==> src/rtl/i2s_rx_pkg.sv <==
// Shared constants for the I2S receive path: default sample width,
// channel-select encodings and FSM state codes.
package i2s_rx_pkg;

   localparam int DATA_W_DEF = 24;

   localparam int CH_LEFT  = 0;
   localparam int CH_RIGHT = 1;
   localparam int CH_MIX   = 2;

   localparam logic [1:0] ST_IDLE  = 2'd0;
   localparam logic [1:0] ST_ALIGN = 2'd1;
   localparam logic [1:0] ST_SHIFT = 2'd2;
   localparam logic [1:0] ST_HOLD  = 2'd3;

endpackage

==> src/rtl/i2s_rx_sampler_sync_edge_det.sv <==
// Two-flop synchroniser followed by one alignment stage and a registered rising-edge flag.
// sync and rise are aligned, so lanes sharing this module keep equal latency.
module sync_edge_det (
   input  logic audio_clk,
   input  logic rst_n,
   input  logic din,
   output logic sync,
   output logic rise
);

   logic [2:0] stage;
   logic       rise_q;

   always_ff @(posedge audio_clk or negedge rst_n) begin
      if (!rst_n) begin
         stage  <= 3'b000;
         rise_q <= 1'b0;
      end else begin
         stage  <= {stage[1:0], din};
         rise_q <= stage[1] & ~stage[2];
      end
   end

   assign sync = stage[2];
   assign rise = rise_q;

endmodule

==> src/rtl/i2s_rx_sampler.sv <==
// I2S receiver: oversamples bclk/lrck/sdata in audio_clk, deserialises MSB-first
// words and emits left, right or the L/R average as a registered one-cycle pulse.
module i2s_rx_sampler
   import i2s_rx_pkg::*;
#(
   parameter int DATA_W = DATA_W_DEF,
   parameter int CH_SEL = CH_LEFT
) (
   input  logic              audio_clk,
   input  logic              rst_n,
   input  logic              enable,
   input  logic              i2s_bclk,
   input  logic              i2s_lrck,
   input  logic              i2s_sdata,
   output logic              audio_valid,
   output logic [DATA_W-1:0] audio_data,
   output logic              frame_err
);

   localparam int CW = $clog2(DATA_W + 1);

   logic [2:0] raw_in;
   logic [2:0] sync_v;
   logic [2:0] rise_v;

   assign raw_in = {i2s_sdata, i2s_lrck, i2s_bclk};

   genvar gi;
   generate
      for (gi = 0; gi < 3; gi++) begin : g_sync
         sync_edge_det u_sync (
            .audio_clk (audio_clk),
            .rst_n     (rst_n),
            .din       (raw_in[gi]),
            .sync      (sync_v[gi]),
            .rise      (rise_v[gi])
         );
      end
   endgenerate

   logic bit_ev;
   logic lrck_s;
   logic sdata_s;

   assign bit_ev  = rise_v[0];
   assign lrck_s  = sync_v[1];
   assign sdata_s = sync_v[2];

   logic [1:0]        state;
   logic [CW-1:0]     bit_cnt;
   logic              cur_ch;
   logic              lrck_prev;
   logic              left_ok;
   logic              first_word;
   logic [DATA_W-1:0] shift_reg;
   logic [DATA_W-1:0] left_q;

   logic              boundary;
   logic [DATA_W-1:0] shift_next;
   logic [DATA_W:0]   mix_sum;
   logic              emit;
   logic [DATA_W-1:0] sample;

   assign boundary   = bit_ev && (lrck_s != lrck_prev);
   assign shift_next = {shift_reg[DATA_W-2:0], sdata_s};
   // Sign-extended sum; bits [DATA_W:1] are the floor-halved average.
   assign mix_sum    = {left_q[DATA_W-1], left_q} + {shift_next[DATA_W-1], shift_next};

   always_comb begin
      emit   = 1'b0;
      sample = shift_next;
      if (CH_SEL == CH_MIX) begin
         emit   = cur_ch & left_ok;
         sample = mix_sum[DATA_W:1];
      end else if (CH_SEL == CH_RIGHT) begin
         emit = cur_ch;
      end else begin
         emit = ~cur_ch;
      end
   end

   always_ff @(posedge audio_clk or negedge rst_n) begin
      if (!rst_n) begin
         state       <= ST_IDLE;
         bit_cnt     <= '0;
         cur_ch      <= 1'b0;
         lrck_prev   <= 1'b0;
         left_ok     <= 1'b0;
         first_word  <= 1'b0;
         shift_reg   <= '0;
         left_q      <= '0;
         audio_valid <= 1'b0;
         audio_data  <= '0;
         frame_err   <= 1'b0;
      end else begin
         audio_valid <= 1'b0;
         frame_err   <= 1'b0;
         if (bit_ev) begin
            lrck_prev <= lrck_s;
         end
         if (!enable) begin
            state   <= ST_ALIGN;
            left_ok <= 1'b0;
            bit_cnt <= '0;
         end else if (bit_ev) begin
            if (boundary) begin
               // SHIFT only ever holds an incomplete word, so a boundary here is a short word.
               if (state == ST_SHIFT) begin
                  frame_err <= ~first_word;
                  if (cur_ch) begin
                     left_ok <= 1'b0;
                  end
               end
               first_word <= (state == ST_IDLE) || (state == ST_ALIGN);
               state      <= ST_SHIFT;
               bit_cnt    <= '0;
               cur_ch     <= lrck_s;
            end else if (state == ST_SHIFT) begin
               shift_reg <= shift_next;
               bit_cnt   <= bit_cnt + 1'b1;
               if (bit_cnt == CW'(DATA_W - 1)) begin
                  state <= ST_HOLD;
                  if (!cur_ch) begin
                     left_q  <= shift_next;
                     left_ok <= 1'b1;
                  end else begin
                     left_ok <= 1'b0;
                  end
                  if (emit) begin
                     audio_valid <= 1'b1;
                     audio_data  <= sample;
                  end
               end
            end
         end
      end
   end

   logic unused_bits;
   assign unused_bits = ^{sync_v[0], rise_v[2:1], mix_sum[0]};

endmodule

==> config.mk <==
export PLATFORM = sky130hd
export DESIGN_NAME = i2s_rx_sampler
export DESIGN_NICKNAME = d
export VERILOG_FILES = /design/src/rtl/i2s_rx_pkg.sv /design/src/rtl/i2s_rx_sampler_sync_edge_det.sv /design/src/rtl/i2s_rx_sampler.sv
export SDC_FILE = /design/constraint.sdc
export NUM_CORES = 1
export LEC_CHECK = 0
export CORE_UTILIZATION = 49
export CTS_BUF_LIST = sky130_fd_sc_hd__clkbuf_4 sky130_fd_sc_hd__clkbuf_8
export DETAILED_ROUTE_END_ITERATION = 16
export GPL_TIMING_DRIVEN = 1
export PLACE_DENSITY_LB_ADDON = 0.05
export RECOVER_POWER = 100
export SYNTH_ARGS = -nofsm -noshare
export SYNTH_HDL_FRONTEND = slang
export SYNTH_SLANG_ARGS = --single-unit
==> constraint.sdc <==
create_clock -name audio_clk -period 2.3 [get_ports audio_clk]
set_input_delay 0.46 -clock audio_clk [delete_from_list [all_inputs] [get_ports audio_clk]]
set_output_delay 0.46 -clock audio_clk [all_outputs]
set_load 0.05 [all_outputs]
==> results.txt, run 1 <==
The cell count after synthesis came out at 163. The tool flagged a number of max-cap violations equal to 0. The run gives 1445 as the number of global-route vias before repair. In this run the standard cell core region covers 5170 um2. The mean instance size in the synthesized netlist is 16.4 um2, and the total negative slack is 0 ns. For the wire length the detailed router placed on met1, the log shows 1950 um. Once placement finished, the instance area stood at 3070 um2. Following the worst setup path forward leads to its endpoint at audio_data[0]. Clock tree synthesis inserted a total of 9 buffers. After synthesis, the share of flip-flops with an asynchronous set or reset is 100%. For the initial core utilization, the log shows 51.6%.

Global-route wire length before repair: 6600 um. The library cell used as clock root buffer is sky130_fd_sc_hd__clkbuf_8. Pin placement for this block handled 32 I/O pins.

Using the TritonRoute via totals, the vias-per-cell ratio works out to 5.00. The depth of the most critical reg-to-reg path works out to 5. In this run, post-CTS repair resized a total of 0 instances. The count of buffers added on input and output ports is 31. The per-cell routed wire length is 14.9 um. In this run the vertical extent of the chip is 75.8 um. Most used standard cell by instance count after synthesis: sky130_fd_sc_hd__dfrtp_1. The repair_antennas step left the layout with diodes totalling 0. By count the netlist is led by sky130_fd_sc_hd__dfrtp_1, sky130_fd_sc_hd__mux2_2, sky130_fd_sc_hd__mux2_4. The tree built by TritonCTS fans out to 69 sinks. The signed area change from the synthesized netlist to the final layout works out to 18.0%. STA classifies the critical path endpoint as a flop. In this run the worst hold path is classified as input port to async pin. Critical path start-end classification: input port to flop.

Synthesis produced a netlist with a net count of 170. The total global routing track utilization is 16.2%. The HPWL after detailed placement is 2710 um. The first detailed-routing pass ran for 4 iterations. Register-to-register path setup slack: 0.27 ns. The power per cell area came out at 720 nW/um2. The synthesized design spends more area on one cell type than any other, namely sky130_fd_sc_hd__dfrtp_1. The required time of the worst setup path is 2.50 ns, and the worst vdd rail ir drop is 0.379 mV.

The finished cells cover 3150 um2. Headroom to the max-slew limit came out at 26.6%. Once detail routing completed, the nets flagged for antenna violations numbered 0. The number of hold buffers added after CTS was 0. Highest clock rate: 486 MHz. After layout, the worst path uses 89.4% of the clock period. The routed design has 4120 um of wire.

The smallest clock period supported by the final layout is computed as 2.06 ns. Summing the sequential cell areas from Yosys gives 64.7% of the chip area. After clock tree synthesis, the setup repair step added 0 buffers. The run gives 0 as the post-detailed-route DRC marker count. For the worst setup path, the data arrival time is 2.26 ns.

The tools report the number of design-rule violations left by the first detailed-router iteration as 49. Routability-driven placement finished with a final weighted congestion of 0.886. Clock latency on the worst-skew pair, taken at its later pin, is 0.32 ns.

In this run the critical register-to-register path is launched from g_sync[1].u_sync.stage[2]. The net count reported at finish is 211. For the final database, setup skew stands at 0.00668 ns. Fill cells in the final layout number 425. TritonCTS built the clock tree. Setup repair after global routing left no endpoint under its margin. The die covers 5750 um2. The most critical setup path has its startpoint at enable.

The most used flip-flop cell after synthesis is sky130_fd_sc_hd__dfrtp_1. The final count of negative-setup-slack endpoints is 0. After detailed routing, the met2 layer carries 1940 um of wire.

The synthesis-stage register bit count is 69. Total power: 2.27 mW. Number of max-slew violations in the final report: 0. The tools report the largest net degree at the start of global routing as 35. For the pin with the worst max-slew slack, the measured transition is 1.10 ns.

In this run the horizontal extent of the chip is 75.8 um. The number of flip-flops under the largest register name is 24. For this design the static power due to leakage is 1.64 nW. Of all nets on the critical path, the largest fanout is 24. The initialized floorplan defines 26 standard-cell rows.

The count of different cell masters after synthesis is 27, and the final count of hold timing violations is 0. The share of synthesized area in the top cell type comes to 64.7%. The logs give 263 for the number of cells after detailed placement and 0 for the remaining global-route overflow.

Sorting the synthesized cells by area gives the leading types as sky130_fd_sc_hd__dfrtp_1, sky130_fd_sc_hd__mux2_2, sky130_fd_sc_hd__mux2_4, sky130_fd_sc_hd__buf_12, sky130_fd_sc_hd__xor2_1. The run finished with clean final reports. Highest routing layer actually used: met4.

The critical path launch point type was an input port. The number of enable-type register cells in the synthesized netlist is 0. The tools report the number of antenna violations at the first check in global routing as 0.

CTS built an H-tree with a depth of 3. The routed layout has 1384 vias. The clock-pin slew on the worst setup and hold paths was 0.07 ns; the maximum root-to-sink buffer count was 2.

The met3 layer wire length in the routed design was 136 um; the non-filler instance count after layout was 277. The endpoint identified for the worst register-to-register timing path is audio_data[0]. The summed instance area of the synthesized netlist was 2670 um2. Fraction of layout cells with a size suffix above 1: 23.2%. The Yosys step of the flow raised 0 warnings.
==> report_power, final <==
part | internal, mW | leakage [nW] | switching (mW) | total, mW
Sequential | 1.24 | 0.931 | 0.0184 | 1.26
Clock | 0.541 | 0.0991 | 0.399 | 0.940
Combinational | 0.0248 | 0.605 | 0.0438 | 0.0686
==> per-layer routing <==
layer	GRT usage [%]	vias up
li1	-	652
met1	20.6	689
met2	25.1	33
met3	4.37	10
met4	9.47	0
met5	0	-
==> stage by stage <==
stage	setup WS (ns)	util (%)	hold WS (ns)
3_3_place_gp	0.125	59.4	0.333
5_1_grt	0.159	60.9	0.359
3_5_place_dp	0.0924	59.4	0.335
2_1_floorplan	0.472	-	0.164
4_1_cts	0.300	63.0	0.100
6_report	0.244	60.9	0.327
==> worst min path at each step <==
stage / slack (ns) / start / depth (start not counted) / to
after floorplan: 0.16 / rst_n / 0 / audio_data[0]
after global placement: 0.33 / g_sync[1].u_sync.stage[1] / 0 / g_sync[1].u_sync.stage[2]
after detailed placement: 0.33 / g_sync[1].u_sync.stage[1] / 0 / g_sync[1].u_sync.stage[2]
after CTS: 0.1 / rst_n / 1 / audio_valid
after global routing: 0.36 / g_sync[0].u_sync.stage[0] / 0 / g_sync[0].u_sync.stage[1]
final: 0.33 / rst_n / 1 / audio_valid
==> cell type report <==
cell class                 instances  area [um2]  area share (%)
clock buffer                      12         153            4.85
clock inverter                     2        35.0            1.11
inverter                           3        11.3           0.358
multi-input combinational         86         783            24.9
sequential                        69        1730            54.8
tap                               70        87.6            2.78
timing repair buffer              35         353            11.2
==> worst max-delay path, stage by stage <==
cell and delay (ns):
sky130_fd_sc_hd__dlygate4sd3_1 0.64, sky130_fd_sc_hd__o21ai_0 0.23, sky130_fd_sc_hd__or3_1 0.41, sky130_fd_sc_hd__buf_12 0.19
sky130_fd_sc_hd__mux2_1 0.33
==> logic make-up after synthesis <==
logic type | synth area share, %
flops | 64.7
mux | 23.5
simple gates | 4.97
compound gates | 2.34
buf+inv | 2.72
xor+xnor | 1.31
fa+ha+maj | 0.469
==> cells in the final DEF (no fill, tap or decap), types with 3 or more instances in the layout <==
master                          count
sky130_fd_sc_hd__o21ai_0            3
sky130_fd_sc_hd__mux2_2            29
sky130_fd_sc_hd__nand2_1            5
sky130_fd_sc_hd__xor2_1             3
sky130_fd_sc_hd__inv_1              3
sky130_fd_sc_hd__clkbuf_8          10
sky130_fd_sc_hd__nor3_1             3
sky130_fd_sc_hd__nor2b_1            4
sky130_fd_sc_hd__dlygate4sd3_1     30
sky130_fd_sc_hd__dfrtp_1           69
sky130_fd_sc_hd__a21oi_1            3
sky130_fd_sc_hd__mux2_1            20
Note: power is estimated with default switching activity, not from simulation.
==> run 2, diff against run 1 <==
--- a/config.mk
+++ b/config.mk
@@ -10,7 +10,6 @@
 export DETAILED_ROUTE_END_ITERATION = 16
 export GPL_TIMING_DRIVEN = 1
 export PLACE_DENSITY_LB_ADDON = 0.05
-export RECOVER_POWER = 100
 export SYNTH_ARGS = -nofsm -noshare
 export SYNTH_HDL_FRONTEND = slang
 export SYNTH_SLANG_ARGS = --single-unit
==> run 2 against run 1 <==
  * Count of clock-buffer cells in the layout stayed put
  * Combinational power is 14% higher
  * First-iteration DRC count is 27% higher
  * Via count is 0.51% lower
  * Power is 0.47% higher
  * Cell count stayed put
  * Critical path depth is 4 lower
  * Fmax is 4.0% higher
  * Largest power group unchanged
==> results.txt, run 2 (synthesis results as in run 1) <==
The switching fraction of total power was 20.4% (+0.094 points). The run gives 16.2% (unchanged) as the total global routing track utilization. The remaining global-route overflow is 0 (unchanged). The required time of the worst setup path came out at 1.84 ns (-0.66 ns). The tools report the reg-to-reg critical path endpoint as audio_data[12].

Most frequent standard cell in the layout excluding fill and tap cells: sky130_fd_sc_hd__dfrtp_1. The final weighted congestion in routability-driven placement is 0.886 (unchanged). The critical path goes through clkdlybuf4s50_1. The run finished with clean final reports. The cts-stage hold buffer count is 0 (unchanged), and the sequential fraction of design power is 55.3% (-0.2 points). The total power was 2.28 mW (+0.47%).

The cell sitting at the root of the clock tree is a sky130_fd_sc_hd__clkbuf_8. The final count of negative-setup-slack endpoints is 0 (unchanged). The worst setup path is launched from a flop. The net switching component of the power was 0.465 mW (+0.94%). The number of buffer cells added on primary ports works out to 31 (unchanged).

The die outline width was 75.8 um (unchanged); the power per cell area was 699 nW/um2 (-3.0%). The maximum root-to-sink buffer count was 2 (unchanged). The total number of placement rows was 26 (unchanged).

The run gives 399 (-6.1%) as the number of filler instances in the final layout. The final antenna diode count was 0 (unchanged); the number of design-rule violations left by the first detailed-router iteration was 62 (+27%). The tools report the end of the critical path as audio_data[5]. The logs give 9 (unchanged) for the number of CTS-inserted buffers and 506 MHz (+4.0%) for the highest clock rate. The TritonCTS sink count is 69 (unchanged), and the final HPWL from detailed placement is 2710 um (unchanged). The number of top-level pins was 32 (unchanged); the share of the clock period used by the worst path after layout was 85.9% (-3.5 points). The minimum period implied by the final worst setup slack came out at 1.98 ns (-0.0797 ns). The signed area change from the synthesized netlist to the final layout was 22.2%; the vias after detailed routing was 1377 (-0.51%). The number of stages on the worst setup path is 1 (-4), and the data arrival time at the worst-slack endpoint is 1.52 ns (-0.74 ns). In this run the worst setup path begins at audio_data[5].

The setup slack at placement is 0.0924 ns (unchanged), and the depth of the most critical reg-to-reg path is 5 (unchanged). The worst hold path belongs to the class input port to async pin. The maximum fanout along the worst path is 2 (-92%).

The number of antenna violations at the first check in global routing was 0 (unchanged). The clock insertion delay at the later pin of the skew report was 0.32 ns (about the same); the smallest setup slack after layout was 0.324 ns (+0.0797 ns). The master of the slowest instance on the critical path was sky130_fd_sc_hd__clkdlybuf4s50_1.

The max capacitance violation total is 0 (unchanged). The net count reported at finish was 211 (unchanged). The worst setup path is captured at an output pin. The worst-case hold slack came out at 0.101 ns (-0.226 ns). The normalized max-slew margin was 66.5% (+40 points); the routed wire length was 4100 um (-0.32%). Per-cell routed wire length: 14.8 um (-0.32%). In the layout the commonest cells are sky130_fd_sc_hd__dfrtp_1, sky130_fd_sc_hd__clkdlybuf4s50_1, sky130_fd_sc_hd__mux2_2. The post-CTS setup repair buffer count came out at 0 (unchanged). The tools report the worst vdd rail ir drop as 0.398 mV (+5.1%). Number of flip-flops under the largest register name: 24 (unchanged). The worst register-to-register path begins at g_sync[1].u_sync.stage[2]. The clock-pin slew on the worst setup and hold paths is 0.06 ns (about the same), and the final count of hold timing violations is 0 (unchanged). The die outline area is 5750 um2 (unchanged).

Critical path start-end classification: flop to output pin. For the global-route wire length before repair, the log shows 6600 um (unchanged). TritonCTS built the clock tree. The logs give 0 (unchanged) for the number of max-slew violations in the final report and 1445 (unchanged) for the number of global-route vias before repair.

The area of the core region was 5170 um2 (unchanged); the remaining antenna violation count was 0 (unchanged). The register-to-register path setup slack was 0.36 ns (+0.09 ns); the combinational power share was 3.4% (+0.4 points). Setup repair after global routing left no endpoint under its margin.

For the largest clock skew in the final design, the log shows 0.00731 ns (+0.000634 ns). The total negative slack is 0 ns (unchanged). The peak per-stage delay on the critical path works out to 0.82 ns (+0.18 ns). The number of gates resized after CTS is 0 (unchanged), and the number of vias per cell after detailed routing is 4.97 (-0.51%).

Leakage component of the power: 1.61 nW (-1.6%). The cell-internal power was 1.81 mW (+0.36%). The power share of the clock group is 41.3% (about the same), and the die span in y is 75.8 um (unchanged). The depth of the CTS H-tree was 3 (unchanged); the count of TritonRoute iterations in the first routing pass was 4 (unchanged).

The number of buffers and inverters on the critical path was 1 (-1). Fraction of layout cells with a size suffix above 1: 34.8% (+12 points). The post-detailed-route DRC marker count came out at 0 (unchanged). The measured slew at the worst slew-check pin came out at 0.502 ns (-0.599 ns). The family of cells with the greatest summed delay on the critical path is buffers and inverters.

For the largest net degree at the start of global routing, the log shows 35 (unchanged). Initial core utilization: 51.6% (unchanged).
[run 2: cell count changes in the layout (fill, tap and decap cells not counted), sizes merged]
| cell | change |
|---|---|
| clkbuf | -3 |
| buf | +3 |
| clkdlybuf4s50 | +30 |
| dlygate4sd3 | -30 |
[run 2: how the worst min path moves through the flow]
stage	slack, ns	start	end	cells past startpoint
2_1_floorplan	0.16	rst_n	audio_data[0]	0
3_3_place_gp	0.33	g_sync[1].u_sync.stage[1]	g_sync[1].u_sync.stage[2]	0
3_5_place_dp	0.33	g_sync[1].u_sync.stage[1]	g_sync[1].u_sync.stage[2]	0
4_1_cts	0.1	rst_n	audio_valid	1
5_1_grt	0.13	rst_n	audio_data[11]	1
6_report	0.10	rst_n	audio_valid	1
[run 2: cell type report]
| type | instances | area [um2] | share of cell area (%) |
|---|---|---|---|
| flip-flops and latches | 69 | 1730 | 53.0 |
| multi-input cells | 86 | 875 | 26.8 |
| repair buffers | 35 | 373 | 11.4 |
| clock buffers | 12 | 153 | 4.68 |
| well taps | 70 | 87.6 | 2.69 |
| clock inverters | 2 | 35.0 | 1.07 |
| inverters | 3 | 11.3 | 0.345 |
[run 2: layer usage]
layer  wire, um  global-route usage [%]  vias to the layer above
met1       1940                    20.6                      699
met5          0                       0                        -
met3        105                    4.37                        8
met2       1990                    25.1                       28
li1           -                       -                      642
met4         75                    9.47                        0
[run 2: stage by stage]
step,area (um2),cells,util [%]
2_1_floorplan,2670,163,-
3_3_place_gp,3070,263,59.4
3_5_place_dp,3070,263,59.4
4_1_cts,3260,277,63.0
5_1_grt,3260,277,63.0
6_report,3260,277,63.0
[run 2: power by group through the flow]
stage | combinational (mW) | sequential (mW) | clock (mW)
after CTS | 0.0817 | 1.26 | 0.975
after global routing | 0.0922 | 1.26 | 1.01
after detailed placement | 0.0812 | 1.28 | 0
after floorplan | 0.0359 | 1.28 | 0
after global placement | 0.0785 | 1.28 | 0
final | 0.0785 | 1.26 | 0.941
